### config.mk
export PLATFORM = sky130hd
export DESIGN_NAME = sram_controller
export DESIGN_NICKNAME = d
export VERILOG_FILES = /design/src/rtl/sram_controller.sv
export SDC_FILE = /design/constraint.sdc
export NUM_CORES = 1
export LEC_CHECK = 0
export ABC_AREA = 1
export CAP_MARGIN = 20
export CORE_UTILIZATION = 42
export DETAILED_ROUTE_END_ITERATION = 10
export PLACE_DENSITY = 0.76
export SKIP_LAST_GASP = 1
export SYNTH_ARGS = -nofsm -noshare
export SYNTH_HDL_FRONTEND = slang
export SYNTH_SLANG_ARGS = --single-unit
### constraint.sdc
create_clock -name clk -period 1.61 [get_ports clk]
set_input_delay 0.2415 -clock clk [delete_from_list [all_inputs] [get_ports clk]]
set_output_delay 0.2415 -clock clk [all_outputs]
set_load 0.05 [all_outputs]
### src/rtl/sram_controller.sv
// Splits 32-bit MEM-stage loads/stores into two half-word phases on a 16-bit async SRAM.
// Optional one-word read buffer enabled by defining SRAM_CTRL_READ_BUF_EN.
module sram_controller #(
  parameter int unsigned WAIT_CYCLES = 5,
  parameter logic [31:0] ADDR_BASE   = 32'd1024
) (
  input  logic        clk,
  input  logic        rst,
  input  logic        mem_read,
  input  logic        mem_write,
  input  logic [31:0] address,
  input  logic [31:0] write_data,
  output logic [31:0] read_data,
  output logic        ready,
  output logic [17:0] sram_addr,
  output logic [15:0] sram_dq_out,
  output logic        sram_dq_oe,
  input  logic [15:0] sram_dq_in,
  output logic        sram_we_n,
  output logic        sram_oe_n,
  output logic        sram_ce_n,
  output logic        sram_ub_n,
  output logic        sram_lb_n
);

  typedef enum logic [1:0] {IDLE, LOW, HIGH, DONE} state_t;

  localparam logic [3:0] LAST_CNT = 4'(WAIT_CYCLES - 1);

  state_t      state_reg;
  logic [3:0]  cnt_reg;
  logic [16:0] idx_reg;
  logic [31:0] wdata_reg;
  logic        is_write_reg;
  logic [15:0] lo_reg;

  logic [31:0] offset;
  logic [16:0] req_idx;
  logic        req;
  logic        buf_hit;
  logic        unused_offset_bits;

  // Word index keeps only 17 bits, so out-of-range addresses alias silently.
  assign offset             = address - ADDR_BASE;
  assign req_idx            = offset[18:2];
  assign unused_offset_bits = ^{offset[31:19], offset[1:0]};
  assign req                = mem_read | mem_write;

`ifdef SRAM_CTRL_READ_BUF_EN
  logic        buf_valid_reg;
  logic [16:0] buf_tag_reg;
  logic [31:0] buf_data_reg;

  assign buf_hit = (state_reg == IDLE) && mem_read && !mem_write &&
                   buf_valid_reg && (buf_tag_reg == req_idx);

  // Stores to the tagged word refresh the copy when accepted, so a later hit
  // returns the data the SRAM will hold once the write completes.
  always_ff @(posedge clk) begin
    if (!rst) begin
      buf_valid_reg <= 1'b0;
      buf_tag_reg   <= '0;
      buf_data_reg  <= '0;
    end else begin
      if (state_reg == IDLE && mem_write && buf_valid_reg && buf_tag_reg == req_idx) begin
        buf_data_reg <= write_data;
      end else if (state_reg == HIGH && cnt_reg == LAST_CNT && !is_write_reg) begin
        buf_valid_reg <= 1'b1;
        buf_tag_reg   <= idx_reg;
        buf_data_reg  <= {sram_dq_in, lo_reg};
      end
    end
  end
`else
  assign buf_hit = 1'b0;
`endif

  always_comb begin
    ready = 1'b0;
    case (state_reg)
      IDLE:    ready = !req || buf_hit;
      DONE:    ready = 1'b1;
      default: ready = 1'b0;
    endcase
  end

  always_ff @(posedge clk) begin
    if (!rst) begin
      state_reg    <= IDLE;
      cnt_reg      <= '0;
      idx_reg      <= '0;
      wdata_reg    <= '0;
      is_write_reg <= 1'b0;
      lo_reg       <= '0;
      read_data    <= '0;
      sram_addr    <= '0;
      sram_dq_out  <= '0;
      sram_dq_oe   <= 1'b0;
      sram_we_n    <= 1'b1;
      sram_oe_n    <= 1'b1;
      sram_ce_n    <= 1'b1;
      sram_ub_n    <= 1'b1;
      sram_lb_n    <= 1'b1;
    end else begin
      case (state_reg)
        IDLE: begin
          if (buf_hit) begin
`ifdef SRAM_CTRL_READ_BUF_EN
            read_data <= buf_data_reg;
`endif
          end else if (req) begin
            // Capture everything now; request lines may change while frozen.
            idx_reg      <= req_idx;
            wdata_reg    <= write_data;
            is_write_reg <= mem_write;
            cnt_reg      <= '0;
            state_reg    <= LOW;
            sram_addr    <= {req_idx, 1'b0};
            sram_dq_out  <= write_data[15:0];
            sram_dq_oe   <= mem_write;
            sram_we_n    <= !mem_write;
            sram_oe_n    <= mem_write;
            sram_ce_n    <= 1'b0;
            sram_ub_n    <= 1'b0;
            sram_lb_n    <= 1'b0;
          end
        end
        LOW: begin
          if (cnt_reg == LAST_CNT) begin
            // Only the address LSB and data change at the phase boundary.
            lo_reg      <= sram_dq_in;
            cnt_reg     <= '0;
            state_reg   <= HIGH;
            sram_addr   <= {idx_reg, 1'b1};
            sram_dq_out <= wdata_reg[31:16];
          end else begin
            cnt_reg <= cnt_reg + 4'd1;
          end
        end
        HIGH: begin
          if (cnt_reg == LAST_CNT) begin
            cnt_reg    <= '0;
            state_reg  <= DONE;
            sram_dq_oe <= 1'b0;
            sram_we_n  <= 1'b1;
            sram_oe_n  <= 1'b1;
            sram_ce_n  <= 1'b1;
            sram_ub_n  <= 1'b1;
            sram_lb_n  <= 1'b1;
            if (!is_write_reg) begin
              read_data <= {sram_dq_in, lo_reg};
            end
          end else begin
            cnt_reg <= cnt_reg + 4'd1;
          end
        end
        DONE: begin
          state_reg <= IDLE;
        end
        default: begin
          state_reg <= IDLE;
        end
      endcase
    end
  end

endmodule
# Word level (Yosys, flattened, before mapping)
# Cells that the tools add are included.
# word_totals
inputBits	84
ff_bits	142
out_inout_bits	73
wordCells	61
# op_classes
n_mux	23
n_addsub	2
n_reduce_logical	14
n_eq_ne	7
bitwise	2
# ops
operator	n
$mux W18	2
$pmux W18 S2	1
$mux W16	2
$pmux W16 S2	1
$sub A19 B11 Y19 const B	1
$reduce_and A3 Y1	4
$pmux W1 S2	5
$mux W4	2
$pmux W2 S4	1
$pmux W4 S2	1
$mux W2	3
$ne A2 B2 Y1 const B	3
$reduce_and A2 Y1	3
$reduce_bool A2 Y1	3
$mux W1	5
$add A4 B1 Y4 const B	1
$eq A2 B2 Y1 const B	2
$eq A4 B3 Y1 const B	1
$eq A2 B1 Y1 const B	1
$logic_not A1 Y1	2
$logic_not A2 Y1	1
$reduce_or A2 Y1	1
$not A1 Y1	1
$or A1 B1 Y1	1

# Longest topological paths before layout
# logic_depth
word_depth	4
ltp_mapped	10
depth_no_buf	9

# Worst setup path after synthesis
# No wires, ideal clock.
# synth_path
path_type	reg-to-output
start	register state_reg[0]
end	output ready
n_path_buf	0
slack_ns	-0.232
t_arrival_ns	1.600
stages_incl_launch_ff	5
required_time_ns	1.368
path_cell_list	dfxtp_1 > inv_1 > ha_1 > nand3_1 > a21oi_1
# synth_between
elab_chain_len	2
word_cells_on_any_way	3
cone_classes	eq/ne (1); mux (1); reduce/logical (1)
# synth_lines
element	line	text
start, declared	30	state_t state_reg;
start signal, assigned	89	state_reg <= IDLE;
start signal, assigned	117	state_reg <= LOW;
start signal, assigned	133	state_reg <= HIGH;
$eq A2 B2 Y1 / $logic_not A2 Y1 (equally long branches)	80	case (state_reg)
$pmux W1 S2 *	80	
end, declared	14	output logic ready,
# Mark *: on every way between the ends. The rest lies on a longest branch, timed or not.

# Worst setup path in the final report
# layout_path
start	register state_reg[1]
end	output ready
# The elaborated chain is that of the path after synthesis.

==> run metrics <==
worst slew pin tran 310 ps; most frequent cells after synthesis 153 x nand2_1, 126 x dfxtp_1, 102 x nor2_1; Most used DFF post-synth dfxtp_1; 1st-pass router iterations 4; final hold viol count 0; Synth-to-Final Area Change 46.9%; Initial Utilization 43.1%; Mapped Cells 721; storage element area 2530 sq um; largest fanout on the critical path 3; #FFs+latches synth 126; r2r worst-path depth 8; top cells by area, synth dfxtp_1 49%, nand2_1 11%, o21ai_0 8.8%; total die area 12800 sq um; Reg2Reg Launch Point cnt_reg[0]$_SDFFE_PN0P_; grt ovf 0; post-place setup slack -161 ps; WP data arrival 1420 ps; failing checks negative setup slack; Global Route Usage Sum 22.5%; synth unique cells 24; Worst Hold Launch rst; r2r setup slk 30 ps; first-pass GRT wire length 22800 um; min cycle time layout 1660 ps; # DRC 0; Crit Path Category reg2out; DRT iter0 DRCs 335; syn avg cell area 7.18 sq um; P_leak 3.45 nW; max capacitance violation total 0; dpl cell area 6760 sq um; gpl congestion 0.775; Worst Setup Slack, final -48.3 ps; area share of the largest cell type after synthesis 48.7%; hold slack 241 ps; final total power 14.8 mW; area of the multi-input gates 2320 sq um; fin cells 1039; routed len/inst 13.8 um; proportion of layout cells with a drive suffix above 1 19.4%; CTS root buffer clkbuf_16; Core ar. 12000 sq um; outcome finished with violations; CP Cell Sequence buf_4 > ha_2 > inv_2 > a21oi_4 > buf_12; Mapped Area 5180 sq um; I/O pin cnt 157; clk slew on worst S/H paths 60 ps; net count after synthesis 813; clock latency on the worst-skew pair 420 ps; post-route ant nets 0; CP Capture Type primary output; Port Buf Inserts 141; Post-synth EDFFs 0; ANT cells 0; crit path launch state_reg[1]$_SDFFE_PN0P_; Rows 40; HPWL after DPL 8900 um; # setup viols final 1; Rel. slew slack 79.2%; register area share after synthesis 48.7%; cell taking the most area after synthesis dfxtp_1; Hold Path End sram_we_n$_SDFFE_PN1P_; number of global-route vias before repair 4820; synth warn 0; pwr dens 1950 nW/um^2; TritonCTS clock tree done; Worst Skew 8.25 ps; FFs w/ async S/R, synth 0%; # fillers 1065; max-slew violations 0; RSZ-0062 raised after global routing true; crit share post-route 103%; fin area 7600 sq um; nets 971; Num Clock Sinks 126; hold path cells 3; Fmax 0.603 GHz; total CTS buffers 17; CTS HTree Levels 4; Peak supply drop 924 uV; Clock Path Buffers 2; top-count cell post-synth nand2_1; Crit Reg-Reg Endpoint read_data[14]$_SDFFE_PN0P_; die width 113 um; placed insts 997; Routed WL 14300 um; required time of the critical path 1370 ps; largest net degree at the start of global routing 75; Crit-path slowest cell dfxtp_2; Die Ht 113 um; Hold Path Class in2reg; initial antenna violation count 0; Startpoint Class flip-flop; CP peak stage delay 340 ps; vias post-DR 5191; Avg Vias per Cell 5.00; max reg flops 32
-- metal layers --
layer	part of all wire, %	track usage [%]	vias up
met4	1.7	9.56	0
met1	43	26.9	2375
met2	48	37.6	165
met3	6.9	6.53	19
li1	-	-	2632
met5	0	0	-
-- power breakdown --
group / switching (mW) / internal (mW) / total, mW
registers: 0.385 / 3.88 / 4.26
logic: 4.21 / 2.40 / 6.61
clock network: 1.42 / 2.53 / 3.95
total: 6.02 / 8.81 / 14.8
-- worst max path at each step --
stage                          endpoint  slack (ps)  depth (start not counted)
6_report                          ready         -50                          5
5_1_grt                           ready        -100                          5
4_1_cts                           ready        -130                          6
3_5_place_dp   idx_reg[16]$_SDFFE_PN0P_        -160                          8
3_3_place_gp   idx_reg[16]$_SDFFE_PN0P_        -140                          8
2_1_floorplan                     ready          20                          4
-- metrics by stage --
step | setup TNS (ps) | util (%)
after floorplan | 0 | -
after CTS | -130 | 62.1
after global routing | -604 | 63.3
final | -48.3 | 63.3
after detailed placement | -3270 | 56.2
after global placement | -2170 | 56.2
-- cell type report --
class | instances | share of cell area (%)
inverters | 62 | 3.13
clock inverters | 12 | 2.11
clock buffers | 20 | 6.01
well taps | 147 | 2.42
repair buffers | 184 | 22.5
multi-input cells | 488 | 30.6
flip-flops and latches | 126 | 33.3
-- cells in the final DEF (no fill, tap or decap), drive strengths merged --
cell and instances:
xor2 4, clkinvlp 4, nor2 102, o211ai 1, nand2 154, ha 8, nand3 38, a21oi 83
nand4 3, inv 63, clkinv 4, clkbuf 22, buf 115, o21ai 93, o21bai 1, bufinv 3
clkdlybuf4s50 67, nor3 1, dfxtp 126
-- cell families after synthesis --
family          synth area share [%]
simple gates                    23.1
buf+inv                         8.24
compound gates                  17.4
xor+xnor                       0.677
fa+ha+maj                       1.93
flops                           48.7
-- worst max-delay path: cells and delay by family (launching register included) --
| family | cells | cell delay [ps] |
|---|---|---|
| flip-flops | 1 | 340 |
| AO/OA/AOI/OAI | 1 | 180 |
| adder cells (fa/ha/maj) | 1 | 170 |
| buffers and inverters | 3 | 320 |
-- what timing repair did --
action                     CTS  global route
gates cloned                 0             2
setup endpoints to repair   35            91
pin swaps                    3             4
buffers inserted             6             3
hold buffers                 0             0
gates resized for setup     12            22
Power figures use the tool's default switching activity.
==> RTL change: new RTL, same flow settings <==
Encoding of `state_t`: now one-hot (4 bits for 4 states).
--- a/src/rtl/sram_controller.sv
+++ b/src/rtl/sram_controller.sv
@@ -24,5 +24,5 @@
 );
 
-  typedef enum logic [1:0] {IDLE, LOW, HIGH, DONE} state_t;
+  typedef enum logic [3:0] {IDLE = 4'b0001, LOW = 4'b0010, HIGH = 4'b0100, DONE = 4'b1000} state_t;
 
   localparam logic [3:0] LAST_CNT = 4'(WAIT_CYCLES - 1);
Formal check against the unedited RTL: no difference found for any inputs over 4 cycles, from zero or initial values and one cycle with rst low; so few cycles prove little.
==> RTL change against the unedited design <==
The run still ends with setup timing left. Final area up 3.4%. Synthesized cell count shrank 2.6%. Highest routed layer unchanged. Worst setup slack improved by 0.042 ns. Clock skew is 0.0011 ns higher. Register-to-register slack lost 0.04 ns. Synthesized area rose by 0.56%. Wire length about the same. Critical path type is now reg -> reg. Sequential cell count is 2 higher. Critical endpoint is now lo_reg[3].
Power is not compared: it rests on default switching activity, and its combinational part moved more than twofold at a synthesized area within 25%.
==> RTL change: results (changes against the unedited design) <==
- Number of global-route vias before repair: 4385 (-9.0%)
- Layout Nets: 945 (-2.7%)
- Worst EP arrival: 1.95 ns (+0.53 ns)
- Net count after synthesis: 789 (-3.0%)
- CP endpoint: lo_reg[3]
- Area growth syn-to-layout: 50.97%
- Share of synthesized cell area in full adder, half adder and majority cells: 0.7210% (-1.2 points)
- Relative area of non-clock buffer cells in the final design: 22.21% (-0.32 points)
- Initial detailed-routing violation count: 303 (-9.6%)
- Launch point of the critical path: cnt_reg[0]
- Placed Area: 0.006760 sq mm (about the same)
- Count of filler cells inserted in the layout: 1010 (-5.2%)
- Highest cell delay on the worst timing path: 0.32 ns (-0.02 ns)
- Half-perimeter wire length after placement: 8633 um (-3.0%)
- Register share of the cell area: 32.68% (-0.58 points)
- Number of search-and-repair iterations in the first detailed-routing pass: 5 (+1)
- Share of post-route cells with drive strength above 1: 27.01% (+7.6 points)
- Post-route clock skew: 0.009329 ns (+0.001077 ns)
- Parity-gate share of the synthesized area counting xor and xnor cells: 0.1682% (-0.51 points)
- Dominant cells by area after synthesis: dfxtp_1, o21ai_0, nor2_1
- Cell count after synthesis: 702 (-2.6%)
- Worst Hold Slack: 0.2589 ns (+0.01769 ns)
- Global-route usage over all layers: 20.23% (-2.2 points)
- Top cell family by delay on the critical path: buffers and inverters
- GR Layer Usage met3: 5.196% (-1.3 points)
- Drt wl/cell: 13.80 um (+0.15%)
- Routability congestion estimate: 0.7757 (about the same)
- Final cell area excluding filler cells: 0.007860 sq mm (+3.4%)
- Post-route worst setup slack: -0.006546 ns (+0.04174 ns)
- Pin count of the biggest net entering global routing: 53 (-29%)
- Status: complete, but fails checks
- FF-to-FF path depth: 10 (+2)
- Fraction of area in multi-input gates: 32.00% (+1.4 points)
- Compound-Gate Fraction of Synth Area: 19.23% (+1.9 points)
- Clock buf count: 22 (+10%)
- Amount of wire on met2 after detailed routing: 6815 um (-1.6%)
- Buffers from clock root to sink, at most: 2 (unchanged)
- Most numerous cell types in the synthesized netlist: nor2_1, o21ai_0, dfxtp_1
- Wire length of the first global-routing pass: 20720 um (-9.1%)
- Sum Neg Setup Slack: -0.006546 ns (+0.04174 ns)
- Unique cell type count in the Yosys netlist: 29 (+21%)
- Multi-input gates: 469 (-3.9%)
- Met2 usage: 31.94% (-5.6 points)
- Pre-CTS WS: -0.1082 ns (+0.05286 ns)
- Non-clk bufs: 182 (-1.1%)
- Sequential fraction of the synthesis area: 49.22% (+0.50 points)
- Global-route track usage on met1: 26.82% (-0.12 points)
- Count of endpoints failing setup in the final report: 1 (unchanged)
- Violated checks: setup timing
- Worst relative slew slack: 68.48% (-11 points)
- Largest fanout on the critical path: 8 (+5)
- Layout clock area frac: 7.498% (-0.61 points)
- Non-clock inverter count: 60 (-3.2%)
- Amount of wire on met3 after detailed routing: 874 um (-11%)
## RTL change: changes by cell type after synthesis, moves of 5 or more
| cell | change |
|---|---|
| nand2_1 | -81 |
| o21ai_0 | +47 |
| nor2_1 | +36 |
| a21oi_1 | -33 |
| nor2_2 | +32 |
| nand3_1 | -28 |
| buf_2 | -7 |
| clkbuf_1 | +7 |
| ha_1 | -5 |
| nand4_1 | +5 |
| o21ai_1 | +5 |
## RTL change: worst register-to-register path: cells and delay by family, from the launching register on
kind          cells  cell delay, ns
buf+inv           4            0.55
simple gates      5            0.54
flops             1            0.32
fa+ha+maj         1            0.13
## RTL change: kinds of logic (layout without fill, tap and decap cells)
group	Yosys count	in the layout
compound gates	198	198
xor+xnor	1	1
fa+ha+maj	3	3
buf+inv	105	273
flops	128	128
simple gates	267	267
## RTL change: what timing repair did
action                                 CTS  global route
gates cloned                             0             7
gates resized for setup                  3           101
setup endpoints to repair                1            83
buffers inserted                         1             3
pin swaps                                1            26
endpoints found under the hold margin    0             0
